**src/rtl/clb_pkg.sv**
```systemverilog
// Shared types and constants for the CLB configuration loader.
// The CRC-8 step function is used only when CLB_CFG_CRC_EN is defined.
package clb_pkg;

    typedef enum logic [2:0] {
        IDLE,
        HEADER,
        DATA,
        CHECK,
        DONE,
        ERROR
    } cfg_state_e;

    localparam logic [7:0] CLB_CFG_MAGIC = 8'hA5;
    localparam logic [7:0] CRC8_POLY     = 8'h07;

    // One MSB-first step of CRC-8 for a single incoming bit.
    function automatic logic [7:0] crc8_step(input logic [7:0] crc, input logic bit_in);
        logic feedback;
        feedback  = crc[7] ^ bit_in;
        crc8_step = {crc[6:0], 1'b0} ^ (feedback ? CRC8_POLY : 8'h00);
    endfunction

endpackage

```
**src/rtl/clb_sync_edge.sv**
```systemverilog
// Two-flop synchroniser for an asynchronous pin, with single-cycle
// rising and falling edge pulses derived in the clk domain.
module clb_sync_edge #(
    parameter logic RST_VAL = 1'b0
) (
    input  logic clk,
    input  logic rst_n,
    input  logic din,
    output logic sync,
    output logic rise,
    output logic fall
);

    logic meta;
    logic prev;

    always_ff @(posedge clk or negedge rst_n) begin
        if (!rst_n) begin
            meta <= RST_VAL;
            sync <= RST_VAL;
            prev <= RST_VAL;
        end else begin
            meta <= din;
            sync <= meta;
            prev <= sync;
        end
    end

    assign rise = sync & ~prev;
    assign fall = ~sync & prev;

endmodule

```
**src/rtl/clb_cfg_loader.sv**
```systemverilog
// Serial CLB configuration loader: header check, LUT word deserialisation, one write per word.
// Define CLB_CFG_CRC_EN to require a trailing CRC-8 over header and data bits.
module clb_cfg_loader
    import clb_pkg::*;
#(
    parameter int unsigned NUM_LUTS = 4,
    parameter int unsigned LUT_BITS = 16,
    parameter logic [7:0]  MAGIC    = CLB_CFG_MAGIC
) (
    input  logic                        clk,
    input  logic                        rst_n,
    input  logic                        ena,
    input  logic                        cfg_cs_n_i,
    input  logic                        cfg_sclk_i,
    input  logic                        cfg_sdat_i,
    output logic                        cfg_we_o,
    output logic [$clog2(NUM_LUTS)-1:0] cfg_addr_o,
    output logic [LUT_BITS-1:0]         cfg_data_o,
    output logic                        cfg_busy_o,
    output logic                        cfg_done_o,
    output logic                        cfg_err_o
);

    localparam int unsigned AW = $clog2(NUM_LUTS);
    localparam int unsigned BW = $clog2(LUT_BITS);

    localparam logic [BW-1:0] BYTE_LAST     = BW'(7);
    localparam logic [BW-1:0] WORD_BIT_LAST = BW'(LUT_BITS - 1);
    localparam logic [AW-1:0] WORD_LAST     = AW'(NUM_LUTS - 1);

    cfg_state_e state;
    cfg_state_e state_next;

    logic cs_n_sync;
    logic cs_rise;
    logic cs_fall;
    logic sclk_sync;
    logic sclk_rise;
    logic sclk_fall;
    logic sdat_meta;
    logic sdat_sync;

    logic [LUT_BITS-1:0] shreg;
    logic [LUT_BITS-1:0] shift_next;
    logic [BW-1:0]       bit_cnt;
    logic [AW-1:0]       word_cnt;

    logic abort;
    logic start;
    logic take_bit;
    logic bit_last;
    logic word_end;
    logic set_done;
    logic set_err;

    clb_sync_edge u_sync_cs (
        .clk   (clk),
        .rst_n (rst_n),
        .din   (cfg_cs_n_i),
        .sync  (cs_n_sync),
        .rise  (cs_rise),
        .fall  (cs_fall)
    );

    clb_sync_edge u_sync_sclk (
        .clk   (clk),
        .rst_n (rst_n),
        .din   (cfg_sclk_i),
        .sync  (sclk_sync),
        .rise  (sclk_rise),
        .fall  (sclk_fall)
    );

    // Data is only sampled on sclk edges, so no edge detection is needed here.
    always_ff @(posedge clk or negedge rst_n) begin
        if (!rst_n) begin
            sdat_meta <= 1'b0;
            sdat_sync <= 1'b0;
        end else begin
            sdat_meta <= cfg_sdat_i;
            sdat_sync <= sdat_meta;
        end
    end

    logic unused_ok;
    assign unused_ok = ^{cs_rise, sclk_sync, sclk_fall, shreg[LUT_BITS-1]};

`ifdef CLB_CFG_CRC_EN
    logic [7:0] crc;

    always_ff @(posedge clk or negedge rst_n) begin
        if (!rst_n) begin
            crc <= '0;
        end else if (start) begin
            crc <= '0;
        end else if (take_bit && state != CHECK) begin
            crc <= crc8_step(crc, sdat_sync);
        end
    end
`endif

    // Abort has priority over any sclk edge seen in the same cycle.
    assign abort = cs_n_sync | ~ena;

    always_comb begin
        state_next = state;
        start      = 1'b0;
        take_bit   = 1'b0;
        bit_last   = 1'b0;
        word_end   = 1'b0;
        set_done   = 1'b0;
        set_err    = 1'b0;
        shift_next = {shreg[LUT_BITS-2:0], sdat_sync};

        case (state)
            IDLE: begin
                if (ena && cs_fall) begin
                    state_next = HEADER;
                    start      = 1'b1;
                end
            end
            HEADER: begin
                if (abort) begin
                    state_next = ERROR;
                    set_err    = 1'b1;
                end else if (sclk_rise) begin
                    take_bit = 1'b1;
                    if (bit_cnt == BYTE_LAST) begin
                        bit_last = 1'b1;
                        if (shift_next[7:0] == MAGIC) begin
                            state_next = DATA;
                        end else begin
                            state_next = ERROR;
                            set_err    = 1'b1;
                        end
                    end
                end
            end
            DATA: begin
                if (abort) begin
                    state_next = ERROR;
                    set_err    = 1'b1;
                end else if (sclk_rise) begin
                    take_bit = 1'b1;
                    if (bit_cnt == WORD_BIT_LAST) begin
                        bit_last = 1'b1;
                        word_end = 1'b1;
                        if (word_cnt == WORD_LAST) begin
                            state_next = CHECK;
                        end
                    end
                end
            end
            CHECK: begin
                if (abort) begin
                    state_next = ERROR;
                    set_err    = 1'b1;
                end else begin
`ifdef CLB_CFG_CRC_EN
                    if (sclk_rise) begin
                        take_bit = 1'b1;
                        if (bit_cnt == BYTE_LAST) begin
                            bit_last = 1'b1;
                            if (shift_next[7:0] == crc) begin
                                state_next = DONE;
                                set_done   = 1'b1;
                            end else begin
                                state_next = ERROR;
                                set_err    = 1'b1;
                            end
                        end
                    end
`else
                    state_next = DONE;
                    set_done   = 1'b1;
`endif
                end
            end
            DONE, ERROR: begin
                if (cs_n_sync) begin
                    state_next = IDLE;
                end
            end
            default: begin
                state_next = IDLE;
            end
        endcase
    end

    always_ff @(posedge clk or negedge rst_n) begin
        if (!rst_n) begin
            state <= IDLE;
        end else begin
            state <= state_next;
        end
    end

    always_ff @(posedge clk or negedge rst_n) begin
        if (!rst_n) begin
            shreg      <= '0;
            bit_cnt    <= '0;
            word_cnt   <= '0;
            cfg_we_o   <= 1'b0;
            cfg_addr_o <= '0;
            cfg_data_o <= '0;
            cfg_done_o <= 1'b0;
            cfg_err_o  <= 1'b0;
        end else begin
            cfg_we_o <= word_end;
            if (start) begin
                shreg      <= '0;
                bit_cnt    <= '0;
                word_cnt   <= '0;
                cfg_done_o <= 1'b0;
                cfg_err_o  <= 1'b0;
            end
            if (take_bit) begin
                shreg   <= shift_next;
                bit_cnt <= bit_last ? '0 : bit_cnt + BW'(1);
            end
            if (word_end) begin
                cfg_addr_o <= word_cnt;
                cfg_data_o <= shift_next;
                if (word_cnt != WORD_LAST) begin
                    word_cnt <= word_cnt + AW'(1);
                end
            end
            if (set_done) begin
                cfg_done_o <= 1'b1;
            end
            if (set_err) begin
                cfg_err_o <= 1'b1;
            end
        end
    end

    assign cfg_busy_o = (state == HEADER) || (state == DATA) || (state == CHECK);

endmodule
```
**config.mk**
```make
export PLATFORM = sky130hd
export DESIGN_NAME = clb_cfg_loader
export DESIGN_NICKNAME = d
export VERILOG_FILES = /design/src/rtl/clb_pkg.sv /design/src/rtl/clb_sync_edge.sv /design/src/rtl/clb_cfg_loader.sv
export SDC_FILE = /design/constraint.sdc
export NUM_CORES = 1
export LEC_CHECK = 0
export BUFFER_PORTS_ARGS = -buffer_cell sky130_fd_sc_hd__clkbuf_2
export CAP_MARGIN = 15
export CORE_ASPECT_RATIO = 2
export CORE_UTILIZATION = 54
export CTS_BUF_LIST = sky130_fd_sc_hd__clkbuf_8
export CTS_CLUSTER_DIAMETER = 80
export DETAILED_ROUTE_END_ITERATION = 7
export PLACE_DENSITY = 0.85
export SLEW_MARGIN = 20
export SYNTH_ARGS = -nofsm -noshare
export SYNTH_HDL_FRONTEND = slang
export SYNTH_HIERARCHICAL = 1
export SYNTH_SLANG_ARGS = --single-unit
```
**constraint.sdc**
```tcl
create_clock -name clk -period 1.76 [get_ports clk]
set_clock_uncertainty 0.05 [all_clocks]
set_input_delay 0.088 -clock clk [delete_from_list [all_inputs] [get_ports clk]]
set_output_delay 0.088 -clock clk [all_outputs]
set_load 0.05 [all_outputs]
```
* Word level (Yosys, flattened, before mapping)
Index checks and enable logic that the tools add are counted.
** Word-level totals
- Output and inout bits :: 22
- Input bits :: 6
- Register bits :: 53
- Word-level logic and storage cells :: 97
** Cells by class
- Bitwise operators :: 6
- Reductions and logical operators :: 11
- Equality and inequality tests :: 17
- Multiplexer cells :: 44
- $add $sub $neg :: 2
** Operators with widths (number)
- $mux W15 :: 2
- $mux W3 :: 10
- $mux W1 :: 23
- $ne A3 B3 Y1 const B :: 5
- $pmux W3 S5 :: 1
- $mux W4 :: 3
- $eq A8 B8 Y1 const B :: 1
- $reduce_and A7 Y1 :: 1
- $eq A3 B2 Y1 const B :: 2
- $eq A3 B3 Y1 const B :: 2
- $mux W2 :: 3
- $reduce_bool A2 Y1 :: 3
- $reduce_or A2 Y1 :: 3
- $add A4 B1 Y4 const B :: 1
- $eq A4 B3 Y1 const B :: 1
- $eq A4 B4 Y1 const B :: 1
- $ne A2 B2 Y1 const B :: 2
- $pmux W1 S2 :: 2
- $eq A3 B1 Y1 const B :: 1
- $logic_not A3 Y1 :: 1
- $not A1 Y1 :: 3
- $add A2 B1 Y2 const B :: 1
- $and A1 B1 Y1 :: 2
- $eq A2 B2 Y1 const B :: 1
- 4 further kinds :: 5

* Depth between registers and ports, before layout
Gate-level depths: netlist (run 1).
- Word-level depth :: 8
- Gate-level depth with buffers :: 7

* By module
Netlist (run 1), hierarchy kept.
** By module, submodules not included
- clb_cfg_loader :: area an instance 2090.8 um2, cells each 177, times used 1, seq. area each 1176.1 um2
- clb_sync_edge :: area an instance 90.1 um2, cells each 5, times used 2, seq. area each 75.1 um2

* Worst setup path before layout (run 1)
Ideal clock, no wire load.
- Path type :: register to register
- Start :: register state[0]
- End :: register cfg_err_o
- Stages on the path, launching flop included :: 6
- Arrival time :: 1.699 ns
- Period minus slack after synthesis :: 1.818 ns
- Data required time :: 1.641 ns
- Setup time :: 0.069 ns
- Slack :: -0.058 ns
- Cell sequence :: dfrtp_1 buf_4 clkbuf_1 nor2_1 nor2_1 a22o_1
** On the way
- Word-level cells in the longest chain between the ends :: 4
** Ends and longest elaborated chain
- start, declared :: line clb_cfg_loader.sv:31 : cfg_state_e state;
- start signal, assigned :: line clb_cfg_loader.sv:194 : state <= state_next;
- $eq A3 B2 Y1 :: line clb_cfg_loader.sv:115 : case (state)
- $reduce_or A2 Y1 (no line)
- $pmux W1 S2 :: line clb_cfg_loader.sv:115
- $mux W1 or $reduce_bool A2 Y1 (tied branches)
- end signal, assigned :: line clb_cfg_loader.sv:207 : cfg_err_o <= 1'b0;
- end signal, assigned :: line clb_cfg_loader.sv:215 : cfg_err_o <= 1'b0;
- end signal, assigned :: line clb_cfg_loader.sv:232 : cfg_err_o <= 1'b1;
- end, declared :: line clb_cfg_loader.sv:21 : output logic cfg_err_o
Parallel ways exist; a longest one is shown, timed or not.
A chain may end at the register's enable or synchronous reset.

* Worst setup path after layout (run 1)
- Start :: register state[1]
- End :: register bit_cnt[0]
** On the way
- Word-level cells in the longest chain between the ends :: 4
** Ends and longest elaborated chain
- $eq A3 B2 Y1 or $eq A3 B1 Y1 (tied branches) :: line clb_cfg_loader.sv:115
- $pmux W1 S2 or $reduce_or A2 Y1 (tied branches)
- $mux W4 or $mux W1 (tied branches)
- $mux W4 or $reduce_bool A2 Y1 (tied branches)
- end signal, assigned :: line clb_cfg_loader.sv:219 : bit_cnt <= bit_last ? '0 : bit_cnt + BW'(1);
- end, declared :: line clb_cfg_loader.sv:45 : logic [BW-1:0] bit_cnt;
Parallel ways exist; a longest one is shown, timed or not.

==> qor.csv, run 1 <==
stage,metric,value,unit
sta,setup violators final,0,
setup_path,Critical Path AT,1.86,ns
power_and_ir_drop,Seq pwr share,0.474,
cells_and_area,Final Core Density,0.712,
grt,total gr overflow,0,
cells_and_area,post-synthesis to final-layout area growth,23.8,%
detailed_routing,first-pass detailed-route iteration total,4,
grt,pin count of the biggest net entering global routing,33,
yosys,Post-Syn Instances,185,
hold_path,Hold Path Depth,3,
detailed_routing,wire per inst,15.6,um
sta,RSZ-0062 raised after global routing,yes,
cells_and_area,Layout Cells excl Fill,287,
cells_and_area,Fill cells,308,
floorplanning,core area,3920,um2
floorplanning,num ports,28,
detailed_routing,via density per instance,5.67,
setup_path,Crit Reg-Reg Startpoint,state[1],
sta,final period utilization,0.968,
cells_and_area,ANT cells,0,
cells_and_area,final net count,243,
power_and_ir_drop,Worst VDD drop,1010,uV
power_and_ir_drop,switching power,0.842,mW
sta,Slew HR,0.626,
cells_and_area,Reg area,1330,um2
cts,CTS Root Cell,clkbuf_8,
grt,first-pass GRT wire length,7.25,mm
setup_path,critical path required time,1.91,ns
place,Place WS,0.0213,ns
power_and_ir_drop,combinational power share,0.232,
detailed_routing,routed wire length,4.49,mm
power_and_ir_drop,clock power share,0.294,
cts,CTS max path bufs,2,
setup_path,worst reg2reg setup slack,0.06,ns
sta,Max Clock Freq,587,MHz
setup_path,cell type of the slowest stage on the worst timing path,dfrtp_1,
setup_path,crit end category,flip-flop,
place,GPL Wtd Cong,0.822,
setup_path,CP peak stage delay,0.45,ns
yosys,syn avg cell area,12.2,um2
sta,Worst Tran Pin Value,0.560,ns
place,Post-Place Cell Area,2610,um2
cts,"Clk pin slew, worst setup/hold paths",0.09,ns
place,placed insts,274,
sta,Fin Hold WS,0.218,ns
power_and_ir_drop,total power,2.89,mW
run,Max-Cap Viols,0,
place,IO buf count,27,
cts,number of CTS-inserted buffers,5,
floorplanning,Starting Density,0.575,
sta,Tmin final,1.70,ns
floorplanning,Site Rows,32,
sta,final worst setup slack,0.0567,ns
detailed_routing,final antenna-violating net count,0,
cells_and_area,Final Cell Area,2790,um2
hold_path,hold endpoint,state[1],
setup_path,RR Endpoint,bit_cnt[0],
grt,number of global-route vias before repair,1620,
cts,CTS tree,done,
power_and_ir_drop,Cell Pwr Density,1040,nW/um2
floorplanning,Die W,47.7,um
hold_path,HP Class,input port to flip-flop,
yosys,Synth warnings,6,
grt,initial antenna violation count,0,
yosys,area of the mapped netlist,2260,um2
yosys,syn_nets,193,
cts,clk_lat worst skew,0.31,ns
place,Detailed Place HPWL,3.25,mm
sta,Final Hold Fails,0,
detailed_routing,Initial DRC Count,30,
cts,CTS sink count,53,
power_and_ir_drop,switching portion of total power,0.291,
cells_and_area,share of layout cells above drive strength 1,0.343,
setup_path,worst-case reg-to-reg path depth,4,
setup_path,Critical Path Source Type,flip-flop,
power_and_ir_drop,total internal power,2.05,mW
status,status,"complete, no violations",
cts,CTS H-tree lvls,2,
setup_path,CP Cell Sequence,"or3b_4, a2111oi_4, nor2_2, mux2_2",
floorplanning,die area,4460,um2
setup_path,WS Path Type,flip-flop to flip-flop,
setup_path,Crit Path Max Fanout,5,
detailed_routing,vias,1626,
hold_path,min-delay src,ena,
sta,total negative slack,0,ns
grt,GRT Util Overall,0.231,
floorplanning,Die Span Y,93.4,um
power_and_ir_drop,Pleak,1.40,nW
sta,Slew Limit Fails,0,
cells_and_area,Multi-input gate area,887,um2
detailed_routing,Residual DRC,0,
==> metal layers <==
layer / part of all wire / global-route usage / routed length, um
met1: 0.38 / 0.250 / 1720
met2: 0.55 / 0.385 / 2470
met3: 0.033 / 0.0579 / 148
met4: 0.033 / 0.123 / 150
met5: 0 / 0 / 0
==> critical path: cells and delay by family, from the launching register on <==
family / cells / cell delay [ns]
compound gates: 1 / 0.34
flops: 1 / 0.45
mux: 1 / 0.26
simple gates: 2 / 0.49
==> power groups by stage <==
stage               registers [mW]  clock network [mW]  logic (mW)
floorplan                     1.40                   0       0.419
global placement              1.39                   0       0.622
detailed placement            1.39                   0       0.642
CTS                           1.37               0.862       0.651
global route                  1.38               0.913       0.731
finish                        1.37               0.851       0.672
==> sequential cells by signal (all words and copies together) (netlist names), 2 cells and up <==
register	cells
cfg_data_o	16
shreg	15
bit_cnt	4
state	3
cfg_addr_o	2
word_cnt	2
==> repair_timing <==
action | 4_1_cts | 5_1_grt
setup endpoints to repair | 0 | 14
setup buffers | 0 | 1
hold buffers | 4 | 0
resized for setup | 0 | 4
endpoints found under the hold margin | 24 | 0
==> cell usage in the layout, fill, tap and decap left out, types with 5 or more instances in the layout <==
| cell | count |
|---|---|
| nor2_1 | 6 |
| clkbuf_2 | 27 |
| dfrtp_1 | 53 |
| mux2_2 | 9 |
| clkbuf_8 | 5 |
| nand2_1 | 31 |
| buf_4 | 17 |
| a22o_1 | 17 |
==> worst max-delay path by stage <==
stage               endpoint             start  slack (ns)
2_1_floorplan  cfg_addr_o[0]  u_sync_sclk/prev       -0.02
4_1_cts        cfg_data_o[7]        bit_cnt[1]       0.002
3_3_place_gp      bit_cnt[0]          state[1]        0.07
6_report          bit_cnt[0]          state[1]        0.06
5_1_grt           bit_cnt[3]  u_sync_sclk/prev       -0.03
3_5_place_dp   cfg_data_o[7]        bit_cnt[1]        0.02
==> final cells by class <==
cell class,instances,share of cell area
sequential,53,0.475
multi-input combinational,119,0.318
timing repair buffer,53,0.138
clock buffer,5,0.0246
tap,51,0.0228
clock inverter,3,0.0179
inverter,3,0.00403
Power figures use the tool's default switching activity.
==> run 2: changes to the inputs <==
==> constraint.sdc (replaced) <==
create_clock -name clk -period 1.76 [get_ports clk]
set_clock_uncertainty 0.05 [all_clocks]
set_input_delay 0.352 -clock clk [delete_from_list [all_inputs] [get_ports clk]]
set_output_delay 0.352 -clock clk [all_outputs]
set_load 0.05 [all_outputs]
==> run 2 against run 1 <==
Effect of this change:
- count of clock-buffer cells in the layout unchanged
- setup slack worse by 0.043 ns
- routed wire length down 5.2%
- fmax down 2.5%
- largest power group unchanged
==> qor.csv, run 2 (same netlist as run 1, synthesis figures left out) <==
stage,metric,value,unit,change
sta,Worst Tran Pin Value,0.415,ns,-0.145 ns
setup_path,Crit Path Max Fanout,6,,+1
cells_and_area,Largest regs,"cfg_data_o: 16 flops, shreg: 15 flops, bit_cnt: 4 flops",,
setup_path,cell type of the slowest stage on the worst timing path,dfrtp_2,,
cts,CTS H-tree lvls,2,,unchanged
grt,initial antenna violation count,0,,unchanged
power_and_ir_drop,Pleak,1.38,nW,-0.85%
floorplanning,Starting Density,0.575,,unchanged
grt,number of global-route vias before repair,1497,,-7.6%
hold_path,min-delay src,cfg_sclk_i,,
sta,Fin Hold WS,0.0960,ns,-0.122 ns
sta,RSZ-0062 raised after global routing,yes,,
run,Max-Cap Viols,0,,unchanged
setup_path,CP Cell Sequence,"or3b_4, a2111oi_4, nor2_2, mux2_2",,
setup_path,critical path required time,1.90,ns,about the same
sta,Slew HR,0.720,,+0.0932
detailed_routing,final antenna-violating net count,0,,unchanged
floorplanning,Die Span Y,93.4,um,unchanged
cells_and_area,max reg flops,16,,unchanged
status,status,"complete, no violations",,
detailed_routing,vias,1560,,-4.1%
cells_and_area,final net count,240,,-1.2%
cells_and_area,"Most flops, register",cfg_data_o,,
place,Place WS,0.0166,ns,-0.00467 ns
detailed_routing,DR top layer,met4,,
setup_path,CP bufs+invs,0,,unchanged
cells_and_area,post-synthesis to final-layout area growth,23.5,%,
sta,Tmin final,1.75,ns,+0.0435 ns
detailed_routing,Detail Route met2 WL,2.35,mm,-4.9%
cells_and_area,share of layout cells above drive strength 1,0.365,,+0.0216
sta,final worst setup slack,0.0132,ns,-0.0435 ns
detailed_routing,WL met3,107,um,-28%
grt,GRT Util Overall,0.223,,-0.00760
sta,Max Clock Freq,572,MHz,-2.5%
power_and_ir_drop,total power,2.85,mW,-1.5%
sta,Slew Limit Fails,0,,unchanged
cts,CTS tree,done,,
setup_path,CP peak stage delay,0.46,ns,about the same
cts,"Clk pin slew, worst setup/hold paths",0.09,ns,about the same
detailed_routing,Residual DRC,0,,unchanged
cells_and_area,"commonest non-fill, non-tap cell in the layout",dfrtp_1,,
setup_path,Crit Reg-Reg Startpoint,state[1],,
cts,CTS Root Cell,clkbuf_8,,
cts,CTS max path bufs,2,,unchanged
setup_path,crit end category,flip-flop,,
grt,total gr overflow,0,,unchanged
grt,first-pass GRT wire length,7.00,mm,-3.4%
cts,CTS sink count,53,,unchanged
place,GPL Wtd Cong,0.788,,-4.2%
power_and_ir_drop,Cell Pwr Density,1020,nW/um2,-1.2%
place,Post-Place Cell Area,2590,um2,-0.58%
sta,total negative slack,0,ns,unchanged
place,IO buf count,27,,unchanged
floorplanning,Die W,47.7,um,unchanged
floorplanning,num ports,28,,unchanged
power_and_ir_drop,Worst VDD drop,863,uV,-15%
detailed_routing,Initial DRC Count,33,,+10%
floorplanning,core area,3920,um2,unchanged
setup_path,Critical Path Start,state[1],,
floorplanning,die area,4460,um2,unchanged
grt,pin count of the biggest net entering global routing,38,,+15%
setup_path,"CP delay by family, top",flip-flops,,
sta,final period utilization,0.992,,+0.0247
sta,Final Hold Fails,0,,unchanged
detailed_routing,via density per instance,5.49,,-3.0%
cells_and_area,Final Cell Area,2790,um2,-0.27%
detailed_routing,routed wire length,4.25,mm,-5.2%
detailed_routing,first-pass detailed-route iteration total,4,,unchanged
detailed_routing,M1 WL,1.69,mm,-1.7%
cells_and_area,ANT cells,0,,unchanged
setup_path,Critical Path Source Type,flip-flop,,
setup_path,WS Path Type,flip-flop to flip-flop,,
detailed_routing,wire per inst,15.0,um,-4.2%
sta,setup violators final,0,,unchanged
cts,clk_lat worst skew,0.31,ns,about the same
cells_and_area,most frequent cells in the layout,"dfrtp_1 (52), nand2_1 (31), clkbuf_2 (26), buf_4 (19), a22o_1 (17)",,
cts,number of CTS-inserted buffers,5,,unchanged
hold_path,HP Class,input port to flip-flop,,
place,Detailed Place HPWL,3.04,mm,-6.3%
setup_path,Critical Path AT,1.89,ns,+0.03 ns
floorplanning,Site Rows,32,,unchanged
-- run 2: cell types whose count changed in the layout (fill, tap and decap cells not counted), sizes merged --
cell | previous run | this run
dlygate4sd3 | 4 | 1
-- run 2: cell type report --
cell class | instances | area, um2
inverter | 3 | 11.3
clock buffer | 5 | 68.8
sequential | 53 | 1330
clock inverter | 3 | 43.8
timing repair buffer | 50 | 357
tap | 51 | 63.8
fill | 309 | 1140
multi-input combinational | 119 | 913
-- run 2: power by group --
part           total (mW)  switching (mW)  internal, mW  leakage, nW
logic               0.652           0.338         0.314        0.618
registers            1.38          0.0817          1.30        0.707
clock network       0.820           0.394         0.426       0.0585
-- run 2: final timing paths --
path	to	slack (ns)	cells past startpoint
worst max-delay path	bit_cnt[0]	0.01	4
worst min-delay path	u_sync_sclk/meta	0.1	1
worst max register to register	bit_cnt[0]	0.01	4
worst min register to register	sdat_sync	0.31	0
max in group asynchronous	state[1]	0.64	3
min in group asynchronous	shreg[13]	0.46	2
-- run 2: worst reg2reg max path: stages (launching register included) --
cell and delay [ns]:
dfrtp_2 0.46, or3b_4 0.40, a2111oi_4 0.41, nor2_2 0.06, mux2_2 0.26
-- run 2: per-layer routing --
metal / up-vias / global-route usage
met5: - / 0
met4: 0 / 0.0995
met3: 7 / 0.0367
met2: 35 / 0.380
met1: 764 / 0.257
li1: 754 / -
-- run 2: timing repair --
| item | CTS | global route |
|---|---|---|
| hold buffers | 1 | 0 |
| endpoints found under the setup margin | 3 | 30 |
| buffers inserted | 1 | 2 |
| endpoints found under the hold margin | 16 | 0 |
| gates resized for setup | 4 | 4 |
| pin swaps | 0 | 1 |
-- run 2: per-stage QoR --
stage / util / std cells
floorplan: - / 185
global placement: 0.661 / 272
detailed placement: 0.661 / 272
CTS: 0.701 / 282
global route: 0.710 / 284
finish: 0.710 / 284
==> run 3: changes to the inputs <==
--- a/config.mk
+++ b/config.mk
@@ -7,12 +7,13 @@
 export LEC_CHECK = 0
 export BUFFER_PORTS_ARGS = -buffer_cell sky130_fd_sc_hd__clkbuf_2
 export CAP_MARGIN = 15
-export CORE_ASPECT_RATIO = 2
+export CORE_ASPECT_RATIO = 1.1
 export CORE_UTILIZATION = 54
 export CTS_BUF_LIST = sky130_fd_sc_hd__clkbuf_8
 export CTS_CLUSTER_DIAMETER = 80
 export DETAILED_ROUTE_END_ITERATION = 7
 export PLACE_DENSITY = 0.85
+export RECOVER_POWER = 25
 export SLEW_MARGIN = 20
 export SYNTH_ARGS = -nofsm -noshare
 export SYNTH_HDL_FRONTEND = slang
==> run 3 against run 2 <==
Effect of this change:
- via count up 1.1%
- total power down 4.2%
- die area down 0.35%
- fmax up 1.9%
- combinational power up 5.7%
- count of clock-buffer cells in the layout unchanged
- first-iteration DRC count up 150%
- routed wire length down 2.6%
- critical path depth up 1
- flip-flop and latch count unchanged
- critical endpoint is now cfg_data_o[7]
==> qor.csv, run 3 (same netlist as run 1, synthesis figures left out) <==
stage,metric,value,unit,change
setup_path,RR Endpoint,cfg_data_o[7],,
cells_and_area,Largest regs,"cfg_data_o: 16 flops, shreg: 15 flops, bit_cnt: 4 flops",,
setup_path,WS Path Type,flip-flop to flip-flop,,
detailed_routing,vias,1577,,+1.1%
grt,pin count of the biggest net entering global routing,47,,+24%
cells_and_area,"commonest non-fill, non-tap cell in the layout",dfrtp_1,,
setup_path,Critical Path AT,1.86,ns,-0.03 ns
floorplanning,num ports,28,,unchanged
floorplanning,die area,4440,um2,-0.35%
power_and_ir_drop,Worst VDD drop,748,uV,-13%
floorplanning,Starting Density,0.565,,-0.0101
setup_path,worst reg2reg setup slack,0.05,ns,+0.03 ns
detailed_routing,Residual DRC,0,,unchanged
grt,number of global-route vias before repair,1550,,+3.5%
detailed_routing,Initial DRC Count,81,,+150%
floorplanning,Die Span Y,69.8,um,-25%
setup_path,worst-case reg-to-reg path depth,5,,+1
place,IO buf count,27,,unchanged
hold_path,min-delay src,cfg_sclk_i,,
detailed_routing,first-pass detailed-route iteration total,4,,unchanged
cells_and_area,share of layout cells above drive strength 1,0.355,,-0.0101
detailed_routing,routed wire length,4.14,mm,-2.6%
cells_and_area,max reg flops,16,,unchanged
setup_path,CP Cell Sequence,"buf_4, buf_4, or3_1, buf_6, mux2_4",,
cells_and_area,Final Core Density,0.689,,-0.0212
status,status,"complete, no violations",,
sta,RSZ-0062 raised after global routing,yes,,
place,Detailed Place HPWL,2.77,mm,-9.0%
grt,total gr overflow,0,,unchanged
sta,setup violators final,0,,unchanged
setup_path,cell mode on critical path,buf_4,,
cells_and_area,post-synthesis to final-layout area growth,21.9,%,
floorplanning,Die W,63.6,um,+33%
sta,Final Hold Fails,0,,unchanged
sta,Slew Limit Fails,0,,unchanged
cells_and_area,Fill cells,296,,-4.2%
setup_path,cell type of the slowest stage on the worst timing path,dfrtp_1,,
detailed_routing,via density per instance,5.51,,+0.38%
cells_and_area,final net count,242,,+0.83%
cells_and_area,"Most flops, register",cfg_data_o,,
place,placed insts,273,,+0.37%
sta,final period utilization,0.974,,-0.0188
grt,first-pass GRT wire length,6.93,mm,-1.1%
cells_and_area,Final Cell Area,2750,um2,-1.3%
cells_and_area,ANT cells,0,,unchanged
sta,Tmin final,1.71,ns,-0.0331 ns
floorplanning,Site Rows,24,,-25%
detailed_routing,final antenna-violating net count,0,,unchanged
detailed_routing,wire per inst,14.5,um,-3.2%
setup_path,Critical Path Source Type,flip-flop,,
cts,CTS max path bufs,2,,unchanged
hold_path,HP Class,input port to flip-flop,,
cts,CTS Root Cell,clkbuf_8,,
hold_path,Hold Path Depth,1,,unchanged
grt,initial antenna violation count,0,,unchanged
floorplanning,core area,3990,um2,+1.8%
place,Post-Place Cell Area,2580,um2,-0.43%
sta,Max Clock Freq,584,MHz,+1.9%
setup_path,Crit Path Max Fanout,18,,+12
power_and_ir_drop,Pleak,1.37,nW,-1.1%
cells_and_area,most frequent cells in the layout,"dfrtp_1 (52), nand2_1 (31), clkbuf_2 (25), buf_4 (21), a22o_1 (17)",,
cts,number of CTS-inserted buffers,5,,unchanged
cts,"Clk pin slew, worst setup/hold paths",0.09,ns,about the same
setup_path,CP peak stage delay,0.43,ns,-0.03 ns
setup_path,critical path required time,1.91,ns,about the same
cts,CTS H-tree lvls,2,,unchanged
setup_path,crit end category,flip-flop,,
power_and_ir_drop,Cell Pwr Density,993,nW/um2,-2.9%
cts,CTS sink count,53,,unchanged
setup_path,CP bufs+invs,3,,+3
sta,Slew HR,0.690,,-0.0301
hold_path,hold endpoint,u_sync_sclk/meta,,
sta,Worst Tran Pin Value,0.466,ns,+0.0508 ns
grt,GRT Util Overall,0.202,,-0.0211
setup_path,"CP delay by family, top",buffers and inverters,,
cells_and_area,Layout Cells excl Fill,286,,+0.70%
run,Max-Cap Viols,0,,unchanged
cts,clk_lat worst skew,0.31,ns,about the same
place,GPL Wtd Cong,0.840,,+6.7%
setup_path,Crit Reg-Reg Startpoint,state[0],,
cts,CTS tree,done,,
==> run 3: power by group <==
group / switching (mW) / internal, mW / total (mW) / leakage [nW]
Sequential: 0.0788 / 1.30 / 1.37 / 0.707
Combinational: 0.347 / 0.342 / 0.689 / 0.617
Clock: 0.392 / 0.276 / 0.667 / 0.0444
==> run 3: how the worst max path moves through the flow <==
stage | cells after the start | end | slack (ns) | from
after floorplan | 6 | cfg_addr_o[0] | -0.02 | u_sync_sclk/prev
after global placement | 4 | bit_cnt[0] | 0.06 | state[1]
after detailed placement | 5 | cfg_data_o[7] | 0.02 | bit_cnt[1]
after CTS | 5 | cfg_data_o[7] | 0.0001 | u_sync_sclk/prev
after global routing | 4 | cfg_busy_o | -0.03 | state[0]
final | 5 | cfg_data_o[7] | 0.05 | state[0]
==> run 3: what timing repair did <==
item,CTS,global route
hold endpoints to repair,7,0
endpoints found under the setup margin,1,29
pin swaps,0,1
setup buffers,0,5
resized for setup,1,7
hold buffers,1,0
==> run 3: routing by layer <==
layer | up-vias | track usage | wire, um
met5 | - | 0 | 0
met4 | 0 | 0.0808 | 59
met3 | 6 | 0.0444 | 128
met2 | 34 | 0.329 | 2060
met1 | 783 | 0.262 | 1900
li1 | 754 | - | -
==> run 3: metrics by stage <==
step                setup TNS [ns]  total power, mW  setup slack [ns]  hold WS [ns]
finish                           0             2.73            0.0464        0.0915
global route               -0.0433             2.85           -0.0290        0.0790
CTS                              0             2.66          0.000100        0.0877
detailed placement               0             2.00            0.0191         0.164
global placement                 0             1.97            0.0577         0.159
floorplan                  -0.0330             1.81           -0.0165       0.00641
==> run 3: final cells by class <==
cell class              count  area [um2]  share of cell area
clock buffers               5        68.8              0.0250
clock inverters             2        13.8             0.00500
inverters                   3        11.3             0.00409
multi-input cells         119         905               0.329
flip-flops and latches     53        1330               0.483
well taps                  52        65.1              0.0237
repair buffers             52         359               0.131
==> run 3: worst reg2reg max path, delay by kind of cell (launching register included) <==
family	cells	cell delay (ns)
flip-flops	1	0.43
buffers and inverters	3	0.46
multiplexers	1	0.31
AND/OR/NAND/NOR	1	0.35
